File: config.mk
export PLATFORM = sky130hd
export DESIGN_NAME = call_frame_stack
export DESIGN_NICKNAME = d
export VERILOG_FILES = /design/src/rtl/call_frame_stack.sv
export SDC_FILE = /design/constraint.sdc
export NUM_CORES = 1
export LEC_CHECK = 0
export ABC_CLOCK_PERIOD_IN_PS = 5600
export BUFFER_PORTS_ARGS = -buffer_cell sky130_fd_sc_hd__buf_2
export CAP_MARGIN = 30
export CELL_PAD_IN_SITES_DETAIL_PLACEMENT = 1
export CELL_PAD_IN_SITES_GLOBAL_PLACEMENT = 1
export CORE_MARGIN = 1
export CORE_UTILIZATION = 50
export DETAILED_ROUTE_END_ITERATION = 8
export PLACE_DENSITY = 0.82
export SLEW_MARGIN = 10
export SYNTH_ARGS = -nofsm -noshare
export SYNTH_HDL_FRONTEND = slang
export SYNTH_SLANG_ARGS = --single-unit
export TNS_END_PERCENT = 100
File: constraint.sdc
create_clock -name clk -period 5.6 [get_ports clk]
set_input_delay 1.12 -clock clk [delete_from_list [all_inputs] [get_ports clk]]
set_output_delay 1.12 -clock clk [all_outputs]
set_load 0.005 [all_outputs]
File: src/rtl/call_frame_stack.sv
// call_frame_stack
//   Hardware call stack for the WebAssembly core. Each frame is a return
//   pc, the operand-stack base index and the callee's result arity. Frames
//   are stored by `call` (push), discarded by `return` (pop), and replaced
//   in place by a tail call (push and pop together). Overflow and underflow
//   raise a sticky trap code that freezes the stack until flush or reset.
//
// Ports
//   clk        rising-edge clock
//   reset      asynchronous active-high reset
//   flush      synchronous clear to empty; also clears the trap
//   push       call: store a new frame
//   pop        return: discard the top frame
//   in_pc      return pc of the frame being pushed
//   in_index   operand-stack base of the frame being pushed
//   in_arity   result count of the callee (0 or 1)
//   top_pc     return pc of the top frame (0 when empty)
//   top_index  base index of the top frame (0 when empty)
//   top_arity  arity of the top frame (0 when empty)
//   depth      number of valid frames
//   empty      depth == 0
//   full       depth == 2**CALL_DEPTH
//   trap       0 = none, otherwise the first trap code raised
//
// All outputs are registered: an operation sampled at edge N is visible
// just after edge N.
module call_frame_stack #(
  parameter int         MEM_DEPTH      = 6,
  parameter int         STACK_DEPTH    = 7,
  parameter int         CALL_DEPTH     = 4,
  parameter logic [3:0] TRAP_OVERFLOW  = 4'hA,
  parameter logic [3:0] TRAP_UNDERFLOW = 4'hB
) (
  input  logic                   clk,
  input  logic                   reset,
  input  logic                   flush,
  input  logic                   push,
  input  logic                   pop,
  input  logic [MEM_DEPTH:0]     in_pc,
  input  logic [STACK_DEPTH:0]   in_index,
  input  logic                   in_arity,
  output logic [MEM_DEPTH:0]     top_pc,
  output logic [STACK_DEPTH:0]   top_index,
  output logic                   top_arity,
  output logic [CALL_DEPTH:0]    depth,
  output logic                   empty,
  output logic                   full,
  output logic [3:0]             trap
);

  typedef struct packed {
    logic [MEM_DEPTH:0]   pc;
    logic [STACK_DEPTH:0] index;
    logic                 arity;
  } frame_t;

  typedef enum logic {RUN, TRAPPED} state_t;

  localparam logic [CALL_DEPTH:0] ONE        = {{CALL_DEPTH{1'b0}}, 1'b1};
  localparam logic [CALL_DEPTH:0] FULL_COUNT = {1'b1, {CALL_DEPTH{1'b0}}};

  frame_t mem [2**CALL_DEPTH];

  state_t                state_q, state_d;
  logic [CALL_DEPTH:0]   depth_q, depth_d;
  logic [3:0]            trap_q, trap_d;
  frame_t                top_q, top_d;
  logic                  empty_q, full_q;

  logic                  wr_en;
  logic [CALL_DEPTH-1:0] wr_addr;
  frame_t                wr_data;
  frame_t                in_frame;
  logic [CALL_DEPTH:0]   depth_m1, depth_m2;

  assign in_frame = '{pc: in_pc, index: in_index, arity: in_arity};
  assign depth_m1 = depth_q - ONE;
  assign depth_m2 = depth_q - ONE - ONE;

  // Next-state and datapath control. Priority: flush > tail call > push > pop.
  // NOTE: every variable is given a default first so no path leaves it
  // unassigned; a missing default here would infer a latch.
  always_comb begin
    state_d = state_q;
    depth_d = depth_q;
    trap_d  = trap_q;
    top_d   = top_q;
    wr_en   = 1'b0;
    wr_addr = depth_q[CALL_DEPTH-1:0];
    wr_data = in_frame;

    if (flush) begin
      state_d = RUN;
      depth_d = '0;
      trap_d  = '0;
      top_d   = '0;
    end else if (state_q == RUN) begin
      if (push && pop) begin
        // Tail call overwrites the top frame in place; legal even when full.
        if (empty_q) begin
          trap_d  = TRAP_UNDERFLOW;
          state_d = TRAPPED;
        end else begin
          wr_en   = 1'b1;
          wr_addr = depth_m1[CALL_DEPTH-1:0];
          top_d   = in_frame;
        end
      end else if (push) begin
        if (full_q) begin
          trap_d  = TRAP_OVERFLOW;
          state_d = TRAPPED;
        end else begin
          wr_en   = 1'b1;
          depth_d = depth_q + ONE;
          top_d   = in_frame;
        end
      end else if (pop) begin
        if (empty_q) begin
          trap_d  = TRAP_UNDERFLOW;
          state_d = TRAPPED;
        end else begin
          // The popped entry stays in the array; the new top is the one below.
          depth_d = depth_m1;
          top_d   = (depth_m1 == '0) ? frame_t'('0) : mem[depth_m2[CALL_DEPTH-1:0]];
        end
      end
    end
  end

  // NOTE: sequential state is updated with non-blocking assignments so every
  // register samples the pre-edge values regardless of statement order.
  always_ff @(posedge clk or posedge reset) begin
    if (reset) begin
      state_q <= RUN;
      depth_q <= '0;
      trap_q  <= '0;
      top_q   <= '0;
      empty_q <= 1'b1;
      full_q  <= 1'b0;
    end else begin
      state_q <= state_d;
      depth_q <= depth_d;
      trap_q  <= trap_d;
      top_q   <= top_d;
      empty_q <= (depth_d == '0);
      full_q  <= (depth_d == FULL_COUNT);
    end
  end

  // NOTE: the frame array has no reset; entries above depth are never read,
  // so leaving them unreset keeps it a plain register file.
  always_ff @(posedge clk) begin
    if (wr_en) mem[wr_addr] <= wr_data;
  end

  assign top_pc    = top_q.pc;
  assign top_index = top_q.index;
  assign top_arity = top_q.arity;
  assign depth     = depth_q;
  assign empty     = empty_q;
  assign full      = full_q;
  assign trap      = trap_q;

endmodule

==> results of run 1 <==
==> per-layer routing <==
metal / wire length, um / up-vias
met1: 11600 / 3364
met4: 870 / 0
met2: 14600 / 262
li1: - / 2646
met3: 1650 / 64
met5: 0 / -
==> cell families after synthesis <==
family / count (synthesis)
buf+inv: 46
compound gates: 58
mux: 113
xor+xnor: 7
simple gates: 108
fa+ha+maj: 6
flops: 284
==> cell usage in the layout (no fill, tap or decap), drive strengths merged, types with 4 or more instances in the layout <==
cell type,Yosys,routed
mux4,64,64
edfxtp,256,256
clkinv,1,7
nor2,29,29
ha,6,6
mux2i,33,33
nand2,40,40
clkbuf,10,40
nand3,5,5
o21ai,8,8
nor3,9,9
inv,9,10
nor3b,5,5
o221ai,17,17
nor2b,7,7
xnor2,4,4
mux2,16,16
buf,26,72
dfrtp,27,27
bufinv,0,5
a21oi,12,12
==> critical path, cell delays in order (launching register included) <==
cell and delay (ps):
sky130_fd_sc_hd__dfrtp_1 750, sky130_fd_sc_hd__clkinv_2 180, sky130_fd_sc_hd__ha_4 660, sky130_fd_sc_hd__buf_4 760, sky130_fd_sc_hd__mux4_2 620, sky130_fd_sc_hd__mux2i_1 280, sky130_fd_sc_hd__mux2_1 180, sky130_fd_sc_hd__o221ai_1 110
==> registers in the layout, summed over array words and instances, names as in the netlist <==
| name | count |
|---|---|
| top_arity | 1 |
| full | 1 |
| state_q | 1 |
| top_index | 8 |
| empty | 1 |
| trap | 4 |
| top_pc | 7 |
| mem | 256 |
| depth | 5 |
==> path summary, 6_finish.rpt <==
kind	cells after the start	slack [ps]	to
max	7	1820	top_index[6]
min	2	490	trap[1]
max reg2reg	7	1820	top_index[6]
min reg2reg	2	490	trap[1]
max in group asynchronous	3	4570	empty
min in group asynchronous	3	680	trap[3]
==> report_power, final <==
part	internal [mW]	leakage [nW]	switching [mW]	total [mW]
logic	0.596	1.52	0.617	1.21
clock network	1.19	0.470	0.803	1.99
registers	2.38	2.67	0.0675	2.45
==> area by class of cell <==
class	instances	area [um2]
Clock buffer	40	767
Clock inverter	13	209
Fill cell	2001	9370
Inverter	10	38.8
Multi-Input combinational cell	292	3250
Sequential cell	284	8390
Tap cell	313	392
Timing Repair Buffer	72	505
==> run summary, run 1 <==
CLOCK TREE
----------------------------------------------------------------------------------
Clock-pin slew on the worst setup and hold paths                             60 ps
Num Clock Sinks                                                                284
Post-CTS Resized                                                                 0
Hold-fix buffers at CTS                                                          0
Insertion delay of the later-clocked pin in the worst-skew pair             560 ps
Clock H-tree levels                                                              1
Number of buffers on the longest clock path                                      3
TritonCTS clock tree                                                          done
Number of buffers inserted to repair setup after CTS                             0
Cell at the root of the clock tree                                    sky130_fd_sc_hd__clkbuf_16
TritonCTS Buffers                                                               29

SYNTH
----------------------------------------------------------------------------------
Xor and xnor fraction of the mapped netlist area                            0.900%
Dominant cell by count in the synthesized netlist                     sky130_fd_sc_hd__edfxtp_1
Instance count of the mapped netlist                                           622
Most common library cells after synthesis                             sky130_fd_sc_hd__edfxtp_1, sky130_fd_sc_hd__mux4_2, sky130_fd_sc_hd__nand2_1
Average size of a mapped cell                                             19.0 um2
Complex-gate fraction of the synthesized area                                4.17%
Most used flip-flop cell after synthesis                              sky130_fd_sc_hd__edfxtp_1
Post-synth design cell area                                             0.0118 mm2
Area share of and/or/nand/nor cells after synthesis                          4.40%
Adder-Cell Fraction of Synth Area                                           0.636%
Fraction of synthesized area in multiplexers                                 16.8%
Cell type contributing the most total cell area after synthesis       sky130_fd_sc_hd__edfxtp_1
Number of synthesized register bits                                            284
Proportion of synthesized chip area in sequential cells                      71.0%
Synthesized Nets                                                               649
Number of enable-type register cells in the synthesized netlist                256
Async SR Flop Fraction                                                       9.86%
Cell variety after synth                                                        58
Synthesis warning total                                                          0
Dominant combinational cell family by area after synthesis            multiplexers
Area share of the largest cell type after synthesis                          65.1%
Largest cells by area after synthesis                                 sky130_fd_sc_hd__edfxtp_1, sky130_fd_sc_hd__mux4_2, sky130_fd_sc_hd__dfrtp_1, sky130_fd_sc_hd__mux2i_1, sky130_fd_sc_hd__mux2_4

TIMING
----------------------------------------------------------------------------------
Total count of max-transition violations in the final report                     0
Minimum period implied by the final worst setup slack                      3780 ps
Setup TNS Final                                                               0 ps
Final hold violation count                                                       0
Slew margin rel.                                                             41.4%
Unrepaired setup endpoints after global routing                                 no
Slew at the pin with the worst max-slew slack                               879 ps
Min setup slack post-route                                                 1820 ps
Maximum clock frequency                                                    265 MHz
Final Hold Slack                                                            493 ps
Count of endpoints failing setup in the final report                             0
Final cycle utilization of the critical path                                 67.5%
Final Skew                                                                 9.57 ps

CELLS AND AREA
----------------------------------------------------------------------------------
Post-layout instance area                                               0.0136 mm2
Final non-filler cell total                                                   1024
Number of antenna repair diodes                                                  0
Area added between synthesis and finish                                      14.7%
Share of final-layout standard cells stronger than drive strength 1          31.6%
Layout Utilization                                                           59.1%
# nets final                                                                   716

JOB
----------------------------------------------------------------------------------
Max Cap Violations                                                               0

PWR
----------------------------------------------------------------------------------
Lkg Pwr                                                                    4.66 nW
Post-layout power                                                          5.65 mW
Power per unit of standard cell area                                    417 mW/mm2
Worst IR drop on VDD                                                    0.000316 V

WORST SETUP PATH
----------------------------------------------------------------------------------
Maximum fanout along the worst path                                             42
Worst endpoint data arrival time                                           4190 ps
Critical Path End Type                                                        flop
WP data required                                                           6010 ps
Type of element launching the critical path                                   flop
Origin of the worst setup path                                            depth[0]
Worst setup path class                                                flop to flop
Startpoint of the lowest-slack register-to-register path                  depth[0]

ROUTING
----------------------------------------------------------------------------------
# DRC                                                                            0
Initial DRC count                                                              549
Remaining antenna violation count after routing                                  0
Routed wire length                                                        28700 um
Detail-routed net length per standard cell                                 28.0 um
Average vias per placed instance                                              6.19
Number of iterations in the first detailed-routing pass                          5
Via total after detailed routing                                              6336

FLOORPLANNING
----------------------------------------------------------------------------------
Core area                                                               0.0229 mm2
Number of ports placed on the die boundary                                      48
Width of the chip                                                           156 um
Starting density of the core                                                 51.5%
Overall die area                                                        0.0242 mm2
Floorplan die height                                                        156 um
Number of placement rows                                                        55

PLACE
----------------------------------------------------------------------------------
HPWL after detailed placement                                             17100 um
Placement Setup Slack                                                      1820 ps
Instance area after placement                                           0.0125 mm2
Number of placed instances, taps included                                      967
Count of input and output buffers                                               47
Routability congestion estimate from global placement                        0.870

GLOBAL ROUTING
----------------------------------------------------------------------------------
Met3 Resource Use GR                                                         4.08%
Global-route wire length before repair                                    42800 um
Most used routing layer in global routing                                     met2
Tot GR Track Use                                                             24.6%
GR Layer Usage met1                                                          32.5%
Number of antenna violations at the first check in global routing                1
Met2 global-route usage                                                      41.5%
Largest net degree at the start of global routing                               43
Via count of the first global-routing pass                                    6827
Sum of overflow across all layers after global routing                           0

WORST HOLD PATH
----------------------------------------------------------------------------------
Kind of path behind the tightest hold check                           flop to flop
Min-Delay Startpoint                                                       trap[1]

STATUS
----------------------------------------------------------------------------------
Run status                                                            complete, no violations

Note: power is estimated with default switching activity, not from simulation.
==> inputs of run 2 (changes only) <==
--- a/config.mk
+++ b/config.mk
@@ -5,7 +5,7 @@
 export SDC_FILE = /design/constraint.sdc
 export NUM_CORES = 1
 export LEC_CHECK = 0
-export ABC_CLOCK_PERIOD_IN_PS = 5600
+export ABC_CLOCK_PERIOD_IN_PS = 3800
 export BUFFER_PORTS_ARGS = -buffer_cell sky130_fd_sc_hd__buf_2
 export CAP_MARGIN = 30
 export CELL_PAD_IN_SITES_DETAIL_PLACEMENT = 1
==> constraint.sdc (replaced) <==
create_clock -name clk -period 3.8 [get_ports clk]
set_input_delay 0.76 -clock clk [delete_from_list [all_inputs] [get_ports clk]]
set_output_delay 0.76 -clock clk [all_outputs]
set_load 0.005 [all_outputs]
==> run 2 against run 1 <==
Compared with the run above: design area decreased by 0.84%; maximum frequency up 30%; largest cell class unchanged; via count is 1.9% lower; utilization decreased by 0.50 points; combinational power grew 51%; register-to-register slack lost 920 ps; sequential power rose by 46%.
==> run summary, run 2 (synthesis gave the netlist of run 1 again) <==
ROUTING
----------------------------------------------------------------------------------
Average vias per placed instance                                              6.05   -2.1%
# DRC                                                                            0   unchanged
Initial DRC count                                                              480   -13%
Routed wire length                                                        28900 um   +0.69%
Via total after detailed routing                                              6218   -1.9%
Number of iterations in the first detailed-routing pass                          5   unchanged
Remaining antenna violation count after routing                                  0   unchanged
Detail-routed net length per standard cell                                 28.1 um   +0.40%

CLOCK TREE
----------------------------------------------------------------------------------
Num Clock Sinks                                                                284   unchanged
Clock H-tree levels                                                              1   unchanged
TritonCTS Buffers                                                               29   unchanged
Hold-fix buffers at CTS                                                          0   unchanged
Cell at the root of the clock tree                                    sky130_fd_sc_hd__clkbuf_16
TritonCTS clock tree                                                          done
Insertion delay of the later-clocked pin in the worst-skew pair             550 ps   about the same
Number of buffers inserted to repair setup after CTS                             0   unchanged
Post-CTS Resized                                                                 0   unchanged
Number of buffers on the longest clock path                                      3   unchanged
Clock-pin slew on the worst setup and hold paths                             60 ps   about the same

GLOBAL ROUTING
----------------------------------------------------------------------------------
Via count of the first global-routing pass                                    6675   -2.2%
Tot GR Track Use                                                             24.7%   +0.076 points
Number of antenna violations at the first check in global routing                0   -1
Largest net degree at the start of global routing                               46   +7.0%
Sum of overflow across all layers after global routing                           0   unchanged
Global-route wire length before repair                                    42800 um   about the same

CELLS AND AREA
----------------------------------------------------------------------------------
Share of final-layout standard cells stronger than drive strength 1          31.8%   +0.15 points
Number of antenna repair diodes                                                  0   unchanged
Register with the most flip-flops                                              mem
Largest register FFs                                                           256   unchanged
Multi-input gate area in the final layout                              0.00325 mm2   unchanged
Most common cell after layout, fill and taps aside                    sky130_fd_sc_hd__edfxtp_1
Area added between synthesis and finish                                      13.7%
Final non-filler cell total                                                   1027   +0.29%
Filler cell count                                                             2002   +0.050%
Sequential cell area                                                   0.00839 mm2   unchanged
# nets final                                                                   718   +0.28%
Commonest cells after routing, fill and taps aside                    sky130_fd_sc_hd__edfxtp_1, sky130_fd_sc_hd__mux4_2, sky130_fd_sc_hd__buf_2

TIMING
----------------------------------------------------------------------------------
Final cycle utilization of the critical path                                 76.3%   +8.9 points
Maximum clock frequency                                                    345 MHz   +30%
Total count of max-transition violations in the final report                     0   unchanged
Count of endpoints failing setup in the final report                             0   unchanged
Final Skew                                                                 19.9 ps   +10.4 ps
Minimum period implied by the final worst setup slack                      2900 ps   -878 ps
Final Hold Slack                                                            340 ps   -153 ps
Final hold violation count                                                       0   unchanged
Slew at the pin with the worst max-slew slack                               974 ps   +95.4 ps
Setup TNS Final                                                               0 ps   unchanged
Slew margin rel.                                                             35.0%   -6.4 points
Unrepaired setup endpoints after global routing                                 no

FLOORPLANNING
----------------------------------------------------------------------------------
Core area                                                               0.0229 mm2   unchanged
Number of placement rows                                                        55   unchanged
Overall die area                                                        0.0242 mm2   unchanged
Width of the chip                                                           156 um   unchanged
Starting density of the core                                                 51.5%   unchanged
Floorplan die height                                                        156 um   unchanged
Number of ports placed on the die boundary                                      48   unchanged

PLACE
----------------------------------------------------------------------------------
Routability congestion estimate from global placement                        0.843   -3.1%
Count of input and output buffers                                               47   unchanged
HPWL after detailed placement                                             17900 um   +4.4%
Number of placed instances, taps included                                      971   +0.41%

WORST SETUP PATH
----------------------------------------------------------------------------------
Maximum fanout along the worst path                                              9   -79%
Startpoint of the lowest-slack register-to-register path                  depth[1]
Setup slack, reg-to-reg                                                     900 ps   -920 ps
Type of element launching the critical path                                   flop
Origin of the worst setup path                                            depth[1]
WP data required                                                           4040 ps   -1970 ps
R2R cell count                                                                   7   unchanged
Worst setup path class                                                flop to flop
Worst endpoint data arrival time                                           3140 ps   -1050 ps
Worst r2r dst                                                           mem[15][2]
Setup crit end                                                          mem[15][2]
Critical Path End Type                                                        flop

PWR
----------------------------------------------------------------------------------
Lkg Pwr                                                                    4.61 nW   -1.0%
Power per unit of standard cell area                                    598 mW/mm2   +43%
Worst IR drop on VDD                                                    0.000563 V   +78%

WORST HOLD PATH
----------------------------------------------------------------------------------
Kind of path behind the tightest hold check                           primary input to async pin

STATUS
----------------------------------------------------------------------------------
Run status                                                            complete, no violations

JOB
----------------------------------------------------------------------------------
Max Cap Violations                                                               0   unchanged

run 2: changes by cell type in the layout (fill, tap and decap cells not counted), sizes merged:
| cell | before | now |
|---|---|---|
| clkinvlp | 1 | 2 |
| bufinv | 5 | 1 |
| clkinv | 7 | 12 |
| buf | 72 | 74 |
| inv | 10 | 11 |
| clkbuf | 40 | 38 |
run 2: worst min-delay path by stage:
stage | from | to | slack [ps] | cells after the start
global route | reset | top_pc[2] | 370 | 2
finish | reset | top_pc[2] | 340 | 2
detailed placement | top_pc[6] | top_pc[6] | 470 | 2
floorplan | top_index[4] | top_index[4] | 480 | 2
CTS | reset | top_pc[2] | 350 | 2
global placement | top_index[5] | top_index[5] | 470 | 2
run 2: per-layer routing:
metal	global-route usage (%)	wire length, um
met1	32.6	11600
met2	42.8	15000
met3	4.00	1700
met4	6.54	557
met5	0	0
run 2: through the flow:
step / power (mW) / cell area (um2) / util [%] / setup WS [ps]
final: 8.03 / 13400 / 58.6 / 899
after global routing: 8.29 / 13400 / 58.6 / 765
after CTS: 8.10 / 13400 / 58.5 / 896
after detailed placement: 5.46 / 12500 / 54.7 / 488
after global placement: 5.41 / 12500 / 54.5 / 633
after floorplan: 4.96 / 11800 / - / 626
run 2: area by class of cell:
cell class | instances | area share [%]
clock inverters | 16 | 0.829
repair buffers | 74 | 3.70
clock buffers | 38 | 5.65
well taps | 313 | 2.91
inverters | 10 | 0.289
flip-flops and latches | 284 | 62.4
multi-input cells | 292 | 24.2
run 2: critical path, cell delays in order (launching register included):
cell	delay, ps
sky130_fd_sc_hd__dfrtp_1	400
sky130_fd_sc_hd__inv_1	230
sky130_fd_sc_hd__ha_1	220
sky130_fd_sc_hd__a21bo_2	270
sky130_fd_sc_hd__o32ai_1	240
sky130_fd_sc_hd__a32oi_1	210
sky130_fd_sc_hd__nor2_2	710
sky130_fd_sc_hd__buf_4	320
run 2: where the power goes:
group | switching [mW] | total [mW] | internal, mW
registers | 0.0697 | 3.58 | 3.51
logic | 0.958 | 1.83 | 0.867
clock network | 1.15 | 2.63 | 1.48
total | 2.18 | 8.03 | 5.85
